[src/rtl/irqctl.sv]
// irqctl: four-line interrupt controller with pending/mask registers and a
// three-state request/service handshake (IDLE -> REQ -> SVC -> IDLE).
// All state changes on the falling edge of clk. reset is synchronous, active-low.
// Line 0 has the highest priority.
// Optional build macro IRQCTL_EDGE_EN: when defined, a line pends only on a
// 0->1 transition; otherwise a line pends on every edge it is held high.
module irqctl (
  input  logic       clk,
  input  logic       reset,
  input  logic [3:0] irq,
  input  logic       ie,
  input  logic       mask_we,
  input  logic [3:0] mask_in,
  output logic [3:0] mask_out,
  output logic [3:0] pend_out,
  output logic       irq_req,
  input  logic       irq_ack,
  output logic [1:0] vector,
  input  logic       eoi,
  output logic       in_service
);

  typedef enum logic [1:0] {
    ST_IDLE = 2'd0,
    ST_REQ  = 2'd1,
    ST_SVC  = 2'd2
  } state_t;

  state_t     state_r;
  state_t     state_nxt_s;
  logic [3:0] pend_r;
  logic [3:0] mask_r;
  logic [1:0] vector_r;
  logic       irq_req_r;
  logic       in_service_r;

  logic [3:0] set_s;
  logic [3:0] clr_s;
  logic [3:0] elig_s;
  logic [3:0] pend_nxt_s;
  logic [1:0] vector_nxt_s;
  logic       irq_req_nxt_s;
  logic       in_service_nxt_s;

  // Fixed-priority encoder: lowest-numbered set bit wins.
  function automatic logic [1:0] prio_enc(input logic [3:0] v);
    logic [1:0] r;
    if (v[0]) begin
      r = 2'd0;
    end else if (v[1]) begin
      r = 2'd1;
    end else if (v[2]) begin
      r = 2'd2;
    end else begin
      r = 2'd3;
    end
    return r;
  endfunction

  // One-hot decode of a line index.
  function automatic logic [3:0] onehot(input logic [1:0] idx);
    logic [3:0] r;
    case (idx)
      2'd0:    r = 4'b0001;
      2'd1:    r = 4'b0010;
      2'd2:    r = 4'b0100;
      2'd3:    r = 4'b1000;
      default: r = 4'b0000;
    endcase
    return r;
  endfunction

`ifdef IRQCTL_EDGE_EN
  logic [3:0] irq_prev_r;

  // Previous sample of the irq lines, used for rising-edge detection.
  always_ff @(negedge clk) begin
    if (!reset) begin
      irq_prev_r <= 4'h0;
    end else begin
      irq_prev_r <= irq;
    end
  end

  // Rising-edge capture: a line pends only when it goes 0->1.
  always_comb begin
    set_s = irq & ~irq_prev_r;
  end
`else
  // Level capture: a line pends on every edge it is high.
  always_comb begin
    set_s = irq;
  end
`endif

  // Eligibility, pend clear on acknowledge, and pend next value (set wins over clear).
  always_comb begin
    elig_s = pend_r & ~mask_r;
    if ((state_r == ST_REQ) && irq_ack) begin
      clr_s = onehot(vector_r);
    end else begin
      clr_s = 4'h0;
    end
    pend_nxt_s = (pend_r & ~clr_s) | set_s;
  end

  // State register.
  always_ff @(negedge clk) begin
    if (!reset) begin
      state_r <= ST_IDLE;
    end else begin
      state_r <= state_nxt_s;
    end
  end

  // Next-state logic; acknowledge takes precedence over withdrawal when ie drops.
  always_comb begin
    state_nxt_s = state_r;
    case (state_r)
      ST_IDLE: begin
        if (ie && (|elig_s)) begin
          state_nxt_s = ST_REQ;
        end else begin
          state_nxt_s = ST_IDLE;
        end
      end
      ST_REQ: begin
        if (irq_ack) begin
          state_nxt_s = ST_SVC;
        end else if (!ie) begin
          state_nxt_s = ST_IDLE;
        end else begin
          state_nxt_s = ST_REQ;
        end
      end
      ST_SVC: begin
        if (eoi) begin
          state_nxt_s = ST_IDLE;
        end else begin
          state_nxt_s = ST_SVC;
        end
      end
      default: begin
        state_nxt_s = ST_IDLE;
      end
    endcase
  end

  // Output next values; vector only moves when a new request is launched.
  always_comb begin
    irq_req_nxt_s    = (state_nxt_s == ST_REQ);
    in_service_nxt_s = (state_nxt_s == ST_SVC);
    if ((state_r == ST_IDLE) && (state_nxt_s == ST_REQ)) begin
      vector_nxt_s = prio_enc(elig_s);
    end else begin
      vector_nxt_s = vector_r;
    end
  end

  // Registered outputs, pending and mask registers.
  always_ff @(negedge clk) begin
    if (!reset) begin
      pend_r       <= 4'h0;
      mask_r       <= 4'hF;
      vector_r     <= 2'd0;
      irq_req_r    <= 1'b0;
      in_service_r <= 1'b0;
    end else begin
      pend_r       <= pend_nxt_s;
      if (mask_we) begin
        mask_r <= mask_in;
      end else begin
        mask_r <= mask_r;
      end
      vector_r     <= vector_nxt_s;
      irq_req_r    <= irq_req_nxt_s;
      in_service_r <= in_service_nxt_s;
    end
  end

  assign mask_out   = mask_r;
  assign pend_out   = pend_r;
  assign vector     = vector_r;
  assign irq_req    = irq_req_r;
  assign in_service = in_service_r;

endmodule

[config.mk]
export PLATFORM = sky130hd
export DESIGN_NAME = irqctl
export DESIGN_NICKNAME = d
export VERILOG_FILES = /design/src/rtl/irqctl.sv
export SDC_FILE = /design/constraint.sdc
export NUM_CORES = 1
export LEC_CHECK = 0
export BUFFER_PORTS_ARGS = -buffer_cell sky130_fd_sc_hd__buf_2
export CAP_MARGIN = 0
export CORE_MARGIN = 2
export CORE_UTILIZATION = 39
export DETAILED_ROUTE_END_ITERATION = 10
export GPL_TIMING_DRIVEN = 0
export PLACE_DENSITY = 0.73
export SYNTH_ARGS = -nofsm -noshare
export SYNTH_HDL_FRONTEND = slang
export SYNTH_SLANG_ARGS = --single-unit
[constraint.sdc]
create_clock -name clk -period 1.1 [get_ports clk]
set_input_delay 0.055 -clock clk [delete_from_list [all_inputs] [get_ports clk]]
set_output_delay 0.055 -clock clk [all_outputs]
set_load 0.03 [all_outputs]
# Yosys cells after proc, flatten, opt, wreduce, memory -nomap -nowiden
# Index checks and enable logic that the tools add are counted.
# classes
n_bitwise,5
mux,10
add_sub_neg,0
n_mul,0
n_reduce_logical,6
order_cmp,0
div,0
n_shift,0
eq_ne,7
# ops
cell,n
$pmux 4 s4,1
$and 4x4->4,2
$eq 2x2->1 const B,4
$mux 2,4
$not 4->4,2
$eq 2x1->1 const B,3
$pmux 2 s3,1
$logic_not 2->1,2
$mux 4,1
$or 4x4->4,1
$reduce_or 4->1,1
$logic_and 1x1->1,3
$mux 1,3
# word_totals
word_cells,34
regBits,14
rom_bits,0
inputBits,14
latch_bits,0
out_inout_bits,12
mem_count,0
mem_bits_rw,0

# Logic depth before layout (Yosys ltp)
# depth
word_depth,8
ltp_mapped,3
mapped_depth_nobuf,3

==> reports/results.txt <==
The fraction of power consumed by sequential logic was 41.1%; the buffer and inverter count on the worst path was 1. The tools report the max capacitance violation total as 0. The tools report the cell internal power dissipation as 0.892 mW. The number of global-route vias before repair came out at 721. The commonest cells after synthesis are sky130_fd_sc_hd__dfxtp_1 (14), sky130_fd_sc_hd__nand2_1 (7), sky130_fd_sc_hd__mux2i_1 (5), sky130_fd_sc_hd__nor2_1 (5). The initial utilization of the core area, before any placement, comes to 40.5%. The worst register-to-register path begins at state_r[1]. Clock-pin slew was measured on the worst setup and hold paths at 0.05 ns. The worst register-to-register path has a setup slack of -0.14 ns. In the final layout, flip-flops and latches occupy 303 µm². The post-route DRC violation count was 0; the highest net fanout along the worst path was 2. The HPWL after detailed placement is 936 µm. In this run switching power makes up 35.0% of total power. The total number of H-tree levels was 1; the worst endpoint required time was 1.04 ns.

Summing all non-filler instances in the final layout gives an area of 1050 µm². The signal on the critical path passes through buf_6. The top cell family by delay on the critical path was flip-flops.

The logs give 0.0115 ns for the post-route clock skew and 26 for the total I/O pin count. The slew of the pin with the lowest slew margin works out to 0.191 ns. The largest voltage drop on the vdd net was 0.000919 V. Of the post-synthesis cell area, the dominant cell type holds 47.6%. The overall fraction of global-route tracks in use was 20.8%. Final-layout fill cell count: 126.

The count of nets left with antenna violations after detail routing came out at 0. When the netlist entered floorplanning its net count stood at 77. The kind of capture point of the worst setup path is an output pin. The post-route netlist has 57.3% of its cells at a drive strength greater than 1. The run gives 14 as the total number of placement rows. Averaged over all synthesized cells, the footprint is 9.35 µm². The pin count of the biggest net entering global routing was 11; the hold slack was 0.467 ns.

The area of the multi-input gates came out at 324 µm². Net count of the finished layout: 132. The placed instances occupy a cell area of 738 µm². After detailed routing, the number of vias per cell comes to 5.14. The number of synthesized register bits works out to 14. CTS placed an instance of sky130_fd_sc_hd__clkbuf_4 at the clock tree root. The biggest cell delay along the critical path was 0.34 ns.

Routability-driven placement finished with a final weighted congestion of 0.729. The chip width was 42.9 µm. The area growth from synthesis to layout was 79.0%. Across all layers, the routed design uses 684 vias. The run finished, with violations left. The leakage power total is 0.561 nW. The number of cells produced by synthesis was 63; the number of enable flip-flop cells after synthesis was 0.

The class of the worst hold path is in2reg. Counting along the longest clock path gives a buffer depth of 2. For the initial antenna violation count, the log shows 0. Setup repair after global routing could not meet its margin everywhere. In this run the critical register-to-register path is captured at vector[0]. Power density over the cells: 1300 nW/µm². In this run, the number of DRC markers left after iteration 0 of detailed routing was 13. The number of hold buffers added after cts is 0, and the number of stages on the worst hold path is 3.

In this run, the clock network consumes 37.4% of the power. The run gives 0 as the remaining global-route overflow. Measured against its own limit, the worst slew margin works out to 86.9%. The tools report the hold violation total from the final report as 0.

In the synthesized netlist the async set-or-reset flop fraction comes to 0%. The class of the most critical setup path was reg2out. The critical path depth in cells was 1.

The analysis attributes to net switching a power of 0.480 mW. The number of buffers created by CTS was 3. The first global-routing pass estimated 2820 µm of wire. The routed length per placed instance works out to 13.0 µm.

For the area inside the core boundary, the log shows 1450 µm². Of all cell types, the one taking the most synthesized area is sky130_fd_sc_hd__dfxtp_1. Sorting the synthesized cells by area gives the leading types as sky130_fd_sc_hd__dfxtp_1 (48%), sky130_fd_sc_hd__mux2i_1 (8.5%), sky130_fd_sc_hd__nand2_1 (4.5%), sky130_fd_sc_hd__nand2b_1 (4.2%), sky130_fd_sc_hd__o2111a_1 (3.8%). The cell area after synthesis is 589 µm², and the count of clock tree sinks is 14.

Highest-delay cell along the critical path: sky130_fd_sc_hd__dfxtp_2. The count of different cell masters after synthesis came out at 21. The worst-case setup margin in the final layout came out at -0.334 ns. The element type at the critical path start was a register.

During placement, the flow inserted port buffers numbering 24. The tools report the combinational cell fraction of total power as 21.5%. The most common cell in the netlist is sky130_fd_sc_hd__dfxtp_1. The startpoint identified for the worst hold timing path is mask_in[2].

TritonCTS built the clock tree. The floorplan step defined a die boundary enclosing 1840 µm². The worst register-to-register path has a depth of 3. For the clock latency on the worst-skew pair, the log shows 0.36 ns. Setup violations remaining at the end of the flow were counted as 17. Summing the sequential cell areas from Yosys gives 47.6% of the chip area.

STA puts the critical path data arrival time at 1.38 ns. The number of iterations in the first detailed-routing pass was 4. The tools report the hold path endpoint as mask_out[2]. The total chip power is 1.37 mW, and the die boundary height is 42.9 µm.

The final reports fail on negative setup slack. The final-report max-slew violation count is 0, and the post-detailed-routing wire length is 1730 µm. The most used flip-flop cell after synthesis is sky130_fd_sc_hd__dfxtp_1. 0 antenna diodes ended up in the layout. Yosys printed 0 warnings.
cell families after synthesis:
group / synth area share [%]
buf+inv: 4.03
flops: 47.6
mux: 8.49
simple gates: 18.3
compound gates: 21.7
flip-flops by register name (all words and copies together) (netlist names):
register and count:
mask_out 4, state_r 2, vector 2, pend_out 4, irq_req 1, in_service 1
area by class of cell:
type / count / area share (%)
Tap cell: 16 / 1.90
Buffer: 2 / 0.949
Sequential cell: 14 / 28.7
Multi-Input combinational cell: 43 / 30.7
Inverter: 3 / 1.07
Clock buffer: 3 / 2.14
Timing Repair Buffer: 37 / 29.1
Clock inverter: 15 / 5.46
power groups by stage:
| stage | registers, mW | clock network, mW | logic [mW] |
|---|---|---|---|
| 5_1_grt | 0.565 | 0.598 | 0.315 |
| 3_5_place_dp | 0.574 | 0.0836 | 0.184 |
| 6_report | 0.564 | 0.513 | 0.295 |
| 2_1_floorplan | 0.623 | 0.0836 | 0.0710 |
| 3_3_place_gp | 0.573 | 0.0836 | 0.181 |
| 4_1_cts | 0.562 | 0.533 | 0.273 |
through the flow:
stage	setup slack, ns	setup TNS (ns)	cells	utilization, %
5_1_grt	-0.368	-4.71	133	72.5
3_3_place_gp	-0.410	-2.11	103	50.8
4_1_cts	-0.338	-3.91	132	69.9
3_5_place_dp	-0.433	-2.32	103	50.8
2_1_floorplan	-0.284	-0.610	63	-
6_report	-0.334	-3.99	133	72.5
metal layers:
metal | routed length, µm | vias up | global-route usage [%]
li1 | - | 331 | -
met1 | 660 | 314 | 21.2
met2 | 891 | 32 | 33.3
met3 | 130 | 7 | 11.1
met4 | 49 | 0 | 12.5
met5 | 0 | - | 0
placed cells by master, fill, tap and decap left out:
| cell | instances |
|---|---|
| sky130_fd_sc_hd__o211ai_1 | 1 |
| sky130_fd_sc_hd__dfxtp_4 | 2 |
| sky130_fd_sc_hd__dfxtp_2 | 12 |
| sky130_fd_sc_hd__a31oi_1 | 2 |
| sky130_fd_sc_hd__o211a_1 | 1 |
| sky130_fd_sc_hd__buf_6 | 15 |
| sky130_fd_sc_hd__nor2b_1 | 2 |
| sky130_fd_sc_hd__nand4_1 | 1 |
| sky130_fd_sc_hd__nand3b_1 | 1 |
| sky130_fd_sc_hd__clkbuf_2 | 1 |
| sky130_fd_sc_hd__clkinvlp_2 | 1 |
| sky130_fd_sc_hd__a21oi_2 | 1 |
| sky130_fd_sc_hd__clkbuf_4 | 3 |
| sky130_fd_sc_hd__a21o_2 | 1 |
| sky130_fd_sc_hd__a21oi_1 | 2 |
| sky130_fd_sc_hd__nor2_2 | 2 |
| sky130_fd_sc_hd__nor2_1 | 3 |
| sky130_fd_sc_hd__a21boi_0 | 2 |
| sky130_fd_sc_hd__nand2b_4 | 4 |
| sky130_fd_sc_hd__or3b_4 | 1 |
| sky130_fd_sc_hd__o21ai_0 | 4 |
| sky130_fd_sc_hd__mux2i_1 | 5 |
| sky130_fd_sc_hd__buf_2 | 12 |
| sky130_fd_sc_hd__o2111a_1 | 2 |
| sky130_fd_sc_hd__inv_1 | 17 |
| sky130_fd_sc_hd__nand2_1 | 7 |
| sky130_fd_sc_hd__a41oi_2 | 1 |
| sky130_fd_sc_hd__buf_4 | 11 |
worst min-delay path: cells and delay by family:
family,cells,cell delay [ns]
buffers and inverters,1,0.07
multiplexers,1,0.05
AND/OR/NAND/NOR,1,0.06
how the worst max path moves through the flow:
stage / start / to
after floorplan: ie / vector[0]
after global placement: ie / vector[0]
after CTS: vector[0] / vector[0]
after global routing: mask_out[0] / mask_out[0]
final: mask_out[0] / mask_out[0]
after detailed placement: ie / vector[0]
timing repair:
item | 4_1_cts | 5_1_grt
setup buffers | 12 | 2
pin swaps | 0 | 6
setup endpoints to repair | 14 | 20
gates resized for setup | 37 | 7
(Power assumes the default switching activity.)
